File: src/rtl/if_id_fetch_stage.sv
// Instruction fetch stage and IF/ID pipeline register for the 16-bit TSC CPU.
// Owns the PC, issues requests to a variable-latency instruction memory over a
// request/ready handshake, and loads fetched words into IF/ID. Honours stall,
// redirect (branch/jump/flush) and halt.
//
//   state     | meaning
//   ----------+------------------------------------------------------------
//   FETCH     | request outstanding at pc; load IF/ID when the word arrives
//   HOLD      | word arrived under stall; parked in hold buffer, no request
//   SQUASH    | a flushed request is still in flight at req_addr; drop it
//   HALTED    | HLT seen; no requests, PC frozen, only reset exits
module if_id_fetch_stage #(
   parameter int                 WORD_W      = 16,
   parameter logic [WORD_W-1:0]  RESET_PC    = '0,
   parameter logic [WORD_W-1:0]  BUBBLE_INST = WORD_W'(16'hF01C)
) (
   input  logic                clk,
   input  logic                reset_n,
   output logic                i_readM,
   output logic [WORD_W-1:0]   i_address,
   input  logic [WORD_W-1:0]   i_data,
   input  logic                i_ready,
   input  logic                stall,
   input  logic                redirect_valid,
   input  logic [WORD_W-1:0]   redirect_pc,
   input  logic                halt,
   output logic [WORD_W-1:0]   if_id_inst,
   output logic [WORD_W-1:0]   if_id_pc_plus1,
   output logic                if_id_valid,
   output logic [15:0]         fetch_count,
   output logic                halted
);

   typedef enum logic [1:0] {
      ST_FETCH  = 2'd0,
      ST_HOLD   = 2'd1,
      ST_SQUASH = 2'd2,
      ST_HALTED = 2'd3
   } state_t;

   state_t              state;
   state_t              state_nxt;

   logic [WORD_W-1:0]   pc;
   logic [WORD_W-1:0]   pc_plus1;
   logic [WORD_W-1:0]   req_addr;
   logic                halt_pending;
   logic [WORD_W-1:0]   hold_inst;
   logic [WORD_W-1:0]   hold_pc1;

   assign pc_plus1 = pc + WORD_W'(1);

   // State register; reset is sampled on the clock edge.
   always_ff @(posedge clk) begin
      if (!reset_n) begin
         state <= ST_FETCH;
      end else begin
         state <= state_nxt;
      end
   end

   // Next-state decode; priority is redirect > halt > ready/stall.
   always_comb begin
      state_nxt = state;
      case (state)
         ST_FETCH: begin
            if (redirect_valid) begin
               state_nxt = i_ready ? ST_FETCH : ST_SQUASH;
            end else if (halt) begin
               state_nxt = i_ready ? ST_HALTED : ST_SQUASH;
            end else if (i_ready && stall) begin
               state_nxt = ST_HOLD;
            end
         end
         ST_HOLD: begin
            if (redirect_valid) begin
               state_nxt = ST_FETCH;
            end else if (halt) begin
               state_nxt = ST_HALTED;
            end else if (!stall) begin
               state_nxt = ST_FETCH;
            end
         end
         ST_SQUASH: begin
            // The squashed request must run to completion before anything
            // else is issued, since the memory needs a stable address.
            if (i_ready) begin
               if (redirect_valid) begin
                  state_nxt = ST_FETCH;
               end else if (halt_pending || halt) begin
                  state_nxt = ST_HALTED;
               end else begin
                  state_nxt = ST_FETCH;
               end
            end
         end
         ST_HALTED: begin
            state_nxt = ST_HALTED;
         end
         default: begin
            state_nxt = ST_FETCH;
         end
      endcase
   end

   // Memory request outputs; a squashed request keeps its original address.
   always_comb begin
      i_readM   = reset_n & ((state == ST_FETCH) | (state == ST_SQUASH));
      i_address = (state == ST_SQUASH) ? req_addr : pc;
      halted    = (state == ST_HALTED);
   end

   // PC, IF/ID, hold buffer, squash bookkeeping and delivered-instruction count.
   always_ff @(posedge clk) begin
      if (!reset_n) begin
         pc             <= RESET_PC;
         req_addr       <= '0;
         halt_pending   <= 1'b0;
         hold_inst      <= '0;
         hold_pc1       <= '0;
         if_id_inst     <= BUBBLE_INST;
         if_id_pc_plus1 <= '0;
         if_id_valid    <= 1'b0;
         fetch_count    <= '0;
      end else begin
         case (state)
            ST_FETCH: begin
               if (redirect_valid) begin
                  pc           <= redirect_pc;
                  if_id_valid  <= 1'b0;
                  if_id_inst   <= BUBBLE_INST;
                  halt_pending <= 1'b0;
                  if (!i_ready) begin
                     req_addr <= pc;
                  end
               end else if (halt) begin
                  if_id_valid <= 1'b0;
                  if_id_inst  <= BUBBLE_INST;
                  if (!i_ready) begin
                     req_addr     <= pc;
                     halt_pending <= 1'b1;
                  end
               end else if (i_ready) begin
                  pc <= pc_plus1;
                  if (stall) begin
                     hold_inst <= i_data;
                     hold_pc1  <= pc_plus1;
                  end else begin
                     if_id_inst     <= i_data;
                     if_id_pc_plus1 <= pc_plus1;
                     if_id_valid    <= 1'b1;
                     fetch_count    <= fetch_count + 16'd1;
                  end
               end
            end
            ST_HOLD: begin
               if (redirect_valid) begin
                  pc           <= redirect_pc;
                  if_id_valid  <= 1'b0;
                  if_id_inst   <= BUBBLE_INST;
                  halt_pending <= 1'b0;
               end else if (halt) begin
                  if_id_valid <= 1'b0;
                  if_id_inst  <= BUBBLE_INST;
               end else if (!stall) begin
                  if_id_inst     <= hold_inst;
                  if_id_pc_plus1 <= hold_pc1;
                  if_id_valid    <= 1'b1;
                  fetch_count    <= fetch_count + 16'd1;
               end
            end
            ST_SQUASH: begin
               if (redirect_valid) begin
                  pc           <= redirect_pc;
                  if_id_valid  <= 1'b0;
                  if_id_inst   <= BUBBLE_INST;
                  halt_pending <= 1'b0;
               end else if (halt) begin
                  if_id_valid  <= 1'b0;
                  if_id_inst   <= BUBBLE_INST;
                  halt_pending <= 1'b1;
               end
            end
            default: begin
               // HALTED: everything frozen until reset.
            end
         endcase
      end
   end

endmodule

File: config.mk
export PLATFORM = sky130hd
export DESIGN_NAME = if_id_fetch_stage
export DESIGN_NICKNAME = d
export VERILOG_FILES = /design/src/rtl/if_id_fetch_stage.sv
export SDC_FILE = /design/constraint.sdc
export NUM_CORES = 1
export LEC_CHECK = 0
export ABC_AREA = 0
export CAP_MARGIN = 20
export CELL_PAD_IN_SITES_DETAIL_PLACEMENT = 1
export CELL_PAD_IN_SITES_GLOBAL_PLACEMENT = 1
export CORE_MARGIN = 3
export CORE_UTILIZATION = 38
export DETAILED_ROUTE_END_ITERATION = 6
export GPL_TIMING_DRIVEN = 0
export PLACE_DENSITY = 0.85
export SLEW_MARGIN = 10
export SYNTH_ARGS = -nofsm -noshare
export SYNTH_HDL_FRONTEND = slang
export SYNTH_SLANG_ARGS = --single-unit
export TNS_END_PERCENT = 20
File: constraint.sdc
create_clock -name clk -period 2.7 [get_ports clk]
set_input_delay 0.54 -clock clk [delete_from_list [all_inputs] [get_ports clk]]
set_output_delay 0.54 -clock clk [all_outputs]
set_load 0.02 [all_outputs]
# Word level (Yosys, flattened, before mapping)
# Index checks and enable logic that the tools add are counted.
# classes
bitwise_logic	4
muxes	62
n_eq_ne	22
n_addsub	2
reduce_logical	17
# op_table
op	count
$mux 16	30
$pmux 16 s2	3
$pmux 16 s3	1
$add 16x1->16 const B	2
$mux 2	10
$ne 2x2->1 const B	9
$ne 4x4->1 const B	4
$mux 1	15
$ne 3x3->1 const B	5
$reduce_and 5->1	3
$pmux 2 s4	1
$reduce_and 8->1	1
$pmux 1 s3	2
$reduce_and 3->1	2
$reduce_and 6->1	1
$reduce_bool 2->1	3
$eq 2x2->1 const B	2
$reduce_and 4->1	1
$reduce_bool 3->1	1
$eq 2x1->1 const B	1
$logic_not 2->1	1
$ne 2x1->1 const B	1
$not 1->1	2
$reduce_and 2->1	1
other kinds (5)	5
# totals
word_cells	117
input_bits	38
register_bits	116
out_inout_bits	67

# Longest topological paths before layout
# Gate-level depths: netlist of run 1.
# depth
word_depth	6
ltp_mapped	9
ltp_nobuf	6

# Least setup slack after synthesis of run 1
# No wires, ideal clock.
# synth_path
kind	input to register
from	input halt
to	register fetch_count[11]
n_path_buf	2
cell_stages	6
slack_ps	589
arrival_time_ps	2041
required_time_ps	2630
setup_time_ps	70
cell_sequence	buf_6 or3_4 or3_1 buf_2 or4_1 a21oi_1
# synth_via
elab_chain_len	2
elab_cells_between_ends	3
cone_classes	2 x eq/ne; 1 x reduce/logical
# synth_lines
element	line_no	rtl
start, declared	26	input logic halt,
$ne 2x2->1 (no source line)	--	
$reduce_and 6->1 (no source line) *	--	
end signal, assigned	152	fetch_count <= fetch_count + 16'd1;
end signal, assigned	169	fetch_count <= fetch_count + 16'd1;
end, declared	30	output logic [15:0] fetch_count,
# Every way passes the cells marked *; elsewhere a longest branch is shown, timed or not.
# A chain may end at the register's enable or synchronous reset.

# Worst setup path in the final report of run 1
# layout_path
from	register state[0]
to	output i_address[1]
# layout_via
elab_chain_len	2
# layout_lines
element	line_no	rtl
start, declared	41	state_t state;
start signal, assigned	58	state <= state_nxt;
$eq 2x2->1	109	i_address = (state == ST_SQUASH) ? req_addr : pc;
$mux 16	109	
end, declared	20	output logic [WORD_W-1:0] i_address,
# Every way passes these cells.

==> results.md, run 1 <==
- Root Driver: clkbuf_16
- Clock share of power: between 30% and 40%
- Initial antenna violation count: 0
- Routed wire length: ~21 mm
- Peak VDD IR: around 0.5 mV
- Critical path capture point type: output port
- Crit start category: flop
- Std-Cell Core Area: around 14000 um^2
- Full die area: 16400 um^2
- Synth Register Bits: between 100 and 150
- WHS: about 0.46 ns
- Setup bufs post-CTS: 0
- Post-layout nets: 889
- Vias: 6119
- Sequential share of the synthesized area: between 40% and 50%
- Register area: 2320 um^2
- Crit share post-route: between 90% and 100%
- Leading cell type in the layout, fill and taps excluded: dfxtp_1
- DRC viols: 0
- Pre-CTS WS: -0.0912 ns
- Core Util, Final: approximately 53%
- Layout area overhead: 32.7%
- Post-synthesis average cell area: 7.81 um^2
- Fill count: between 1500 and 2000
- Hold_buf cts: 0
- Post-CTS resize count: 26
- CTS tree: built
- Switch share: between 30% and 40%
- Clk_lat worst skew: roughly 0.42 ns
- Longest Clk Path Bufs: 2
- Total track usage: between 20% and 30%
- WL per Instance: between 20 and 25 um
- DR vias/cell: 5.91
- Netlist cell types: between 40 and 50
- Post-synthesis net count: roughly 770
- # rows: 43
- Leak: 0.00260 uW
- Worst rel slew slack: about 47%
- Clock Pin Slew Worst Setup and Hold Paths: ~0.06 ns
- Reg power frac: between 30% and 40%
- RSZ-0062 raised after global routing: true
- MaxCap Viol Count: 0
- Largest net degree at the start of global routing: 17
- Syn Inst Count: ~720
- CTS Buf Count: 17
- TritonCTS Sinks: 116
- Final TNS setup: 0 ns
- Worst setup path class: reg -> out
- Initial drt markers: between 400 and 500
- Synth Cell Area: approximately 5700 um^2
- Critical Path Fanout Max: 10
- Die H: between 100 and 150 um
- Effective utilization at floorplan: ~40%
- Final Worst Setup Slack: between 0.1 and 0.15 ns
- Ys flop type: dfxtp_1
- Final Hold Fails: 0
- Number of synthesized flops with an enable pin: 0
- Hold crit path type: reg -> reg
- Internal power: 3900 uW
- Grt ovf: 0
- Overall Power: around 5900 uW
- Post-DRT Antenna Nets: 0
- Net switching power: approximately 2000 uW
- Max-slew violations: 0
- First-pass GRT wire length: about 34 mm
- Ant. Diodes: 0
- Gpl congestion: 0.887
- Endpoints failing setup: 0
- Most frequent cells in the layout: 116 x dfxtp_1, 107 x nand2_1, 86 x nand3_1, 84 x clkdlybuf4s50_1, 75 x a21oi_1
- I/O Pins: 105
- Footprint of the multi-input gates: around 3000 um^2
- Comb pwr share: ~28%
- Crit path arrival time: around 2 ns
- Clock Skew: 0.00877 ns
- Syn. warnings: 0
- Post-route minimum period: between 2 and 3 ns
- Worst Path Required: 2.16 ns
- Pwr Density: ~800 nW/um^2
- Layout cells sized above 1: under 10%
- Outcome: finished, final reports clean
- Post-DP HPWL: ~15 mm
- Vias in the first global route: 6578
- TritonRoute pass-1 iters: 5
- H-tree levels: 4
- Maximum clock frequency: ~390 MHz
- Die W: around 130 um
- FFs w/ async S/R, synth: 0%
- I/O Buffers: 101
- Worst-Margin Slew: 0.785 ns
-- worst max-delay path, stage by stage, from the launching register on --
cell and delay, ns:
dfxtp_1 0.34, inv_1 0.16, ha_4 0.21, buf_4 0.21, mux2_2 0.37, dlygate4sd2_1 0.33
-- final timing paths --
path | startpoint | to | slack [ns] | cells past startpoint
max | state[0]$_SDFFE_PN0P_ | i_address[1] | 0.12 | 5
min | hold_inst[13]$_SDFFE_PN0P_ | hold_inst[13]$_SDFFE_PN0P_ | 0.46 | 2
max reg2reg | state[0]$_SDFFE_PN0P_ | pc[9]$_SDFFE_PN0P_ | 0.14 | 7
min reg2reg | hold_inst[13]$_SDFFE_PN0P_ | hold_inst[13]$_SDFFE_PN0P_ | 0.46 | 2
-- flip-flops by register name (all words and copies together) (netlist names) --
name,flops
halt_pending,1
if_id_valid,1
if_id_inst,16
hold_inst,16
fetch_count,16
req_addr,16
if_id_pc_plus1,16
hold_pc1,16
state,2
pc,16
-- cell families (layout without fill, tap and decap cells) --
group	Yosys count	count (layout)	share of synthesized area [%]
xor+xnor	17	17	2.63
mux	26	26	5.04
compound gates	178	178	19.3
buf+inv	87	219	5.93
simple gates	293	293	24.5
flops	116	116	41.1
fa+ha+maj	7	7	1.55
-- routing by layer --
layer  GRT usage [%]  share of wire (%)  routed length [um]  vias up
li1                -                  -                   -     2819
met4            10.0                1.9                 401        0
met1            31.8                 42                8990     3035
met3            5.50                5.7                1200       40
met2            44.7                 50               10600      225
met5               0                  0                   0        -
-- final cells by class --
| class | instances | area share (%) |
|---|---|---|
| well taps | 180 | 3.00 |
| repair buffers | 101 | 13.2 |
| clock inverters | 8 | 1.32 |
| clock buffers | 23 | 6.63 |
| inverters | 20 | 1.00 |
| flip-flops and latches | 116 | 30.9 |
| multi-input cells | 521 | 40.3 |
| plain buffers | 67 | 3.67 |
-- per-stage QoR --
stage / area (um^2) / instances
after floorplan: 5660 / 724
after global placement: 6890 / 1005
after detailed placement: 6890 / 1005
after CTS: 7490 / 1036
after global routing: 7510 / 1036
final: 7510 / 1036
-- synth_stat cells (2+ instances only) --
cell type / n / area, um^2
a211oi_1: 3 / 22.5
a21oi_1: 75 / 375
a22oi_1: 2 / 15.0
a311oi_1: 5 / 43.8
a31oi_1: 2 / 12.5
and2_1: 2 / 12.5
and3_1: 3 / 18.8
and4_1: 2 / 17.5
buf_1: 3 / 11.3
clkbuf_1: 62 / 233
dfxtp_1: 116 / 2320
ha_1: 7 / 87.6
inv_1: 20 / 75.1
mux2_2: 20 / 225
mux2i_1: 6 / 60.1
nand2_1: 107 / 402
nand2b_1: 6 / 37.5
nand3_1: 86 / 430
nand4_1: 8 / 50.1
nor2_1: 30 / 113
nor2b_1: 7 / 43.8
nor3_1: 15 / 75.1
nor3b_1: 2 / 15.0
nor4_1: 8 / 50.1
o211ai_1: 2 / 15.0
o21a_1: 4 / 30.0
o21ai_0: 36 / 180
o221ai_1: 21 / 184
o22ai_1: 3 / 18.8
o311ai_0: 2 / 17.5
o31ai_1: 15 / 113
o41ai_1: 3 / 26.3
or2_2: 4 / 25.0
or3_1: 6 / 37.5
or4_1: 5 / 37.5
xnor2_1: 16 / 140
-- power by group through the flow --
stage	registers (uW)	clock network [uW]	logic, uW
finish	1950	2290	1650
floorplan	2000	0	965
global route	1970	2390	1790
global placement	1970	0	1550
CTS	1950	2300	1620
detailed placement	1980	0	1620
Power figures use the tool's default switching activity.
==> inputs of run 2 (changes only) <==
- CTS_CLUSTER_SIZE: not set -> 12
- PLACE_DENSITY: 0.85 -> not set
- PLACE_DENSITY_LB_ADDON: not set -> 0.12
- RECOVER_POWER: not set -> 50
==> run 2 against run 1 <==
  * Combinational power down 2%
  * Worst setup slack worse by 0.042 ns
  * Critical endpoint is now i_address[3]
  * Clock-buffer cell count down 2
  * Critical path depth unchanged
  * Via count down 1.8%
  * Die area unchanged
==> results.md, run 2 (synthesis results as in run 1) <==
- Gpl congestion: 0.848 (-4.4%)
- CP Launch Point: state[0]$_SDFFE_PN0P_
- Worst Path Required: 2.16 ns (about the same)
- H-tree levels: 4 (unchanged)
- Clock Skew: 0.0101 ns (+0.00130 ns)
- Crit share post-route: 97.2% (+1.6 points)
- Worst rel slew slack: 50.9% (+3.5 points)
- Hold_buf cts: 0 (unchanged)
- Maximum clock frequency: 381 MHz (-1.6%)
- Clock Pin Slew Worst Setup and Hold Paths: 0.05 ns (about the same)
- DRC viols: 0 (unchanged)
- TritonCTS Sinks: 116 (unchanged)
- Layout cells sized above 1: 7.72% (-0.22 points)
- CTS tree: built
- Post-layout nets: 889 (unchanged)
- Vias in the first global route: 6226 (-5.4%)
- Placed instance area: 6890 um^2 (unchanged)
- Peak VDD IR: 0.467 mV (-8.5%)
- Hold crit path type: reg -> reg
- MaxCap Viol Count: 0 (unchanged)
- Worst setup path class: reg -> out
- Crit path arrival time: 2.08 ns (+0.04 ns)
- Total track usage: 25.6% (-0.43 points)
- Largest net degree at the start of global routing: 17 (unchanged)
- Final Worst Setup Slack: 0.0756 ns (-0.0419 ns)
- # rows: 43 (unchanged)
- Initial drt markers: 348 (-16%)
- Ant. Diodes: 0 (unchanged)
- DR vias/cell: 5.81 (-1.7%)
- Std-Cell Core Area: 14200 um^2 (unchanged)
- CTS Buf Count: 17 (unchanged)
- Post-route minimum period: 2.62 ns (+0.0419 ns)
- Design Area, Final: 7500 um^2 (about the same)
- Leading cell type in the layout, fill and taps excluded: dfxtp_1
- Effective utilization at floorplan: 39.8% (unchanged)
- Critical path capture point type: output port
- I/O Pins: 105 (unchanged)
- WL per Instance: 19.9 um (-2.3%)
- Routed wire length: 20.6 mm (-2.4%)
- Leak: 0.00273 uW (+5.2%)
- Post-DP HPWL: 14.9 mm (-1.1%)
- First-pass GRT wire length: 32.9 mm (-2.6%)
- Pwr Density: 786 nW/um^2 (+0.10%)
- Die W: 128 um (unchanged)
- TritonRoute pass-1 iters: 5 (unchanged)
- Clk_lat worst skew: 0.42 ns (about the same)
- Vias: 6010 (-1.8%)
- Outcome: finished, final reports clean
- Overall Power: 5900 uW (about the same)
- RSZ-0062 raised after global routing: true
- Min-delay src: req_addr[5]$_SDFFE_PN0P_
- I/O Buffers: 101 (unchanged)
- Grt ovf: 0 (unchanged)
- Pre-CTS WS: -0.132 ns (-0.0404 ns)
- Critical Path Fanout Max: 10 (unchanged)
- Full die area: 16400 um^2 (unchanged)
- Max-slew violations: 0 (unchanged)
- Final Hold Fails: 0 (unchanged)
- Crit start category: flop
- Endpoints failing setup: 0 (unchanged)
- Post-DRT Antenna Nets: 0 (unchanged)
- Worst reg2reg path startpoint: state[0]$_SDFFE_PN0P_
- Longest Clk Path Bufs: 2 (unchanged)
- Final TNS setup: 0 ns (unchanged)
- Initial antenna violation count: 0 (unchanged)
- Worst-Margin Slew: 0.733 ns (-0.0516 ns)
- Layout area overhead: 32.6% (about the same)
- Most frequent cells in the layout: 116 x dfxtp_1, 107 x nand2_1, 86 x nand3_1, 75 x a21oi_1, 58 x clkbuf_1
- Root Driver: clkbuf_16
- Die H: 128 um (unchanged)
-- run 2: cell types whose count changed in the layout (fill, tap and decap cells not counted), moves of 2 or more --
cell / delta
clkdlybuf4s50_1: -51
clkbuf_1: +2
dlygate4sd3_1: +51
buf_1: -2
-- run 2: repair_timing --
item                       CTS  global route
setup endpoints to repair   26            45
hold endpoints to repair     0             0
buffers inserted             0             0
resized for setup           26             9
-- run 2: final cells by class --
type,instances,area (um^2)
buffer,67,277
clock buffer,21,480
clock inverter,9,128
fill,1775,6700
inverter,20,75.1
multi-input combinational,521,3010
sequential,116,2320
tap,180,225
timing repair buffer,101,990
-- run 2: stage by stage --
step	std cells	utilization, %	hold WS [ns]
floorplan	724	-	0.433
global placement	1005	48.5	0.438
detailed placement	1005	48.5	0.448
CTS	1035	52.8	0.454
global route	1035	52.8	0.475
finish	1035	52.8	0.456
-- run 2: path summary, 6_finish.rpt --
check	cells after the start	slack, ns	end
max	5	0.08	i_address[3]
min	2	0.46	req_addr[5]$_SDFFE_PN0P_
max reg2reg	8	0.20	pc[14]$_SDFFE_PN0P_
min reg2reg	2	0.46	req_addr[5]$_SDFFE_PN0P_
-- run 2: per-layer routing --
layer	up-vias	GRT usage (%)	share of wire (%)
met5	-	0	0
met4	0	7.18	1.6
met3	31	5.04	4.9
met2	174	43.2	50
met1	2974	33.3	44
li1	2831	-	-
-- run 2: power breakdown --
part	switching (uW)	total, uW	internal, uW
registers	98.8	1940	1840
logic	1040	1610	566
clock network	812	2340	1530
total	1960	5900	3940
-- run 2: worst max-delay path, cell delays in order (launching register included) --
cell,delay (ns)
dfxtp_1,0.34
inv_1,0.13
ha_2,0.27
buf_4,0.22
mux2_2,0.37
dlygate4sd2_1,0.33
==> inputs of run 3 (changes only) <==
- TNS_END_PERCENT: 20 -> 100
==> run 3 against run 2 <==
  * Total power barely moved
  * Via count hardly changed
  * Sequential share of layout area hardly changed
  * Die area did not move
==> results.md, run 3 (synthesis results as in run 1) <==
- First-pass GRT wire length: 32.9 mm (unchanged)
- Worst setup path class: reg -> out
- Most frequent cells in the layout: 116 x dfxtp_1, 107 x nand2_1, 86 x nand3_1, 75 x a21oi_1, 57 x clkbuf_1
- Worst rel slew slack: 50.9% (about the same)
- Ant. Diodes: 0 (unchanged)
- Reg power frac: 32.9% (about the same)
- WL per Instance: 19.9 um (about the same)
- CTS tree: built
- Setup bufs post-CTS: 0 (unchanged)
- Hold_buf cts: 0 (unchanged)
- DR vias/cell: 5.81 (about the same)
- Clock share of power: 39.7% (about the same)
- Gpl congestion: 0.848 (unchanged)
- Vias: 6011 (+0.017%)
- Std-Cell Core Area: 14200 um^2 (unchanged)
- Post-layout nets: 889 (unchanged)
- Grt ovf: 0 (unchanged)
- Die H: 128 um (unchanged)
- Crit start category: flop
- Worst Path Required: 2.16 ns (about the same)
- Peak VDD IR: 0.467 mV (+0.12%)
- Clock Skew: 0.00996 ns (-0.000100 ns)
- Hold crit path type: reg -> reg
- CTS Buf Count: 17 (unchanged)
- Fill count: 1776 (+0.056%)
- Worst-Margin Slew: 0.734 ns (+0.0000781 ns)
- Net switching power: 1960 uW (about the same)
- Design Area, Final: 7500 um^2 (about the same)
- Vias in the first global route: 6226 (unchanged)
- Critical Path Fanout Max: 10 (unchanged)
- H-tree levels: 4 (unchanged)
- Outcome: finished, final reports clean
- Largest net degree at the start of global routing: 17 (unchanged)
- Layout area overhead: 32.7% (about the same)
- Root Driver: clkbuf_16
- Leak: 0.00274 uW (+0.10%)
- Endpoints failing setup: 0 (unchanged)
- Internal power: 3940 uW (about the same)
- Final Hold Fails: 0 (unchanged)
- TritonRoute pass-1 iters: 5 (unchanged)
- Clk_lat worst skew: 0.42 ns (about the same)
- I/O Buffers: 101 (unchanged)
- # rows: 43 (unchanged)
- Final TNS setup: 0 ns (unchanged)
- Die W: 128 um (unchanged)
- Switch share: 33.2% (about the same)
- Post-route minimum period: 2.62 ns (+0.000208 ns)
- MaxCap Viol Count: 0 (unchanged)
- Full die area: 16400 um^2 (unchanged)
- Maximum clock frequency: 381 MHz (about the same)
- Initial drt markers: 354 (+1.7%)
- Crit share post-route: 97.2% (about the same)
- Max-slew violations: 0 (unchanged)
- Crit path arrival time: 2.08 ns (about the same)
- Comb pwr share: 27.3% (about the same)
- DRC viols: 0 (unchanged)
- Post-DP HPWL: 14.9 mm (unchanged)
- Routed wire length: 20.6 mm (about the same)
- RSZ-0062 raised after global routing: true
- Longest Clk Path Bufs: 2 (unchanged)
- Initial antenna violation count: 0 (unchanged)
- Effective utilization at floorplan: 39.8% (unchanged)
- TritonCTS Sinks: 116 (unchanged)
- I/O Pins: 105 (unchanged)
- Overall Power: 5900 uW (about the same)
- Total track usage: 25.6% (unchanged)
- Layout cells sized above 1: 7.84% (+0.12 points)
- Post-DRT Antenna Nets: 0 (unchanged)
- Pwr Density: 786 nW/um^2 (about the same)
- WHS: 0.456 ns (-0.000369 ns)
- Leading cell type in the layout, fill and taps excluded: dfxtp_1
- Critical path capture point type: output port
- Placed instance area: 6890 um^2 (unchanged)
- Clock Pin Slew Worst Setup and Hold Paths: 0.05 ns (about the same)
## run 3: final cells by class
| cell class | count | area, um^2 | share of cell area (%) |
|---|---|---|---|
| Buffer | 67 | 278 | 3.70 |
| Clock buffer | 21 | 480 | 6.40 |
| Clock inverter | 9 | 128 | 1.70 |
| Inverter | 20 | 75.1 | 1.00 |
| Multi-Input combinational cell | 521 | 3010 | 40.1 |
| Sequential cell | 116 | 2320 | 30.9 |
| Tap cell | 180 | 225 | 3.00 |
| Timing Repair Buffer | 101 | 990 | 13.2 |
## run 3: power by group through the flow
stage | Sequential, uW | Combinational, uW | Clock [uW]
after floorplan | 2000 | 965 | 0
after global placement | 1970 | 1570 | 0
after detailed placement | 1980 | 1620 | 0
after CTS | 1940 | 1610 | 2360
after global routing | 1960 | 1750 | 2450
final | 1940 | 1610 | 2340
## run 3: worst paths after layout
path | startpoint | endpoint | slack [ns] | cells after the start
setup / recovery | state[0]$_SDFFE_PN0P_ | i_address[3] | 0.08 | 5
hold / removal | req_addr[5]$_SDFFE_PN0P_ | req_addr[5]$_SDFFE_PN0P_ | 0.46 | 2
setup reg to reg | state[0]$_SDFFE_PN0P_ | pc[15]$_SDFFE_PN0P_ | 0.20 | 8
hold reg to reg | req_addr[5]$_SDFFE_PN0P_ | req_addr[5]$_SDFFE_PN0P_ | 0.46 | 2
## run 3: per-layer routing
layer / track usage, % / share of wire [%]
met1: 33.3 / 44
met3: 5.04 / 4.9
met5: 0 / 0
met4: 7.18 / 1.6
met2: 43.2 / 49
## run 3: metrics by stage
step,std cells,util [%],worst slack [ns]
after floorplan,724,-,0.589
after global placement,1005,48.5,-0.143
after detailed placement,1005,48.5,-0.132
after CTS,1035,52.8,0.0307
after global routing,1035,52.8,-0.0203
final,1035,52.8,0.0754
## run 3: critical path: stages (launching register included)
cell and delay (ns):
dfxtp_1 0.34, inv_1 0.13, ha_2 0.27, buf_4 0.22, mux2_2 0.37, dlygate4sd2_1 0.33
## run 3: what timing repair did
item                       in CTS  in global routing
hold endpoints to repair        0                  0
gates resized for setup        26                 11
setup endpoints to repair      26                 45
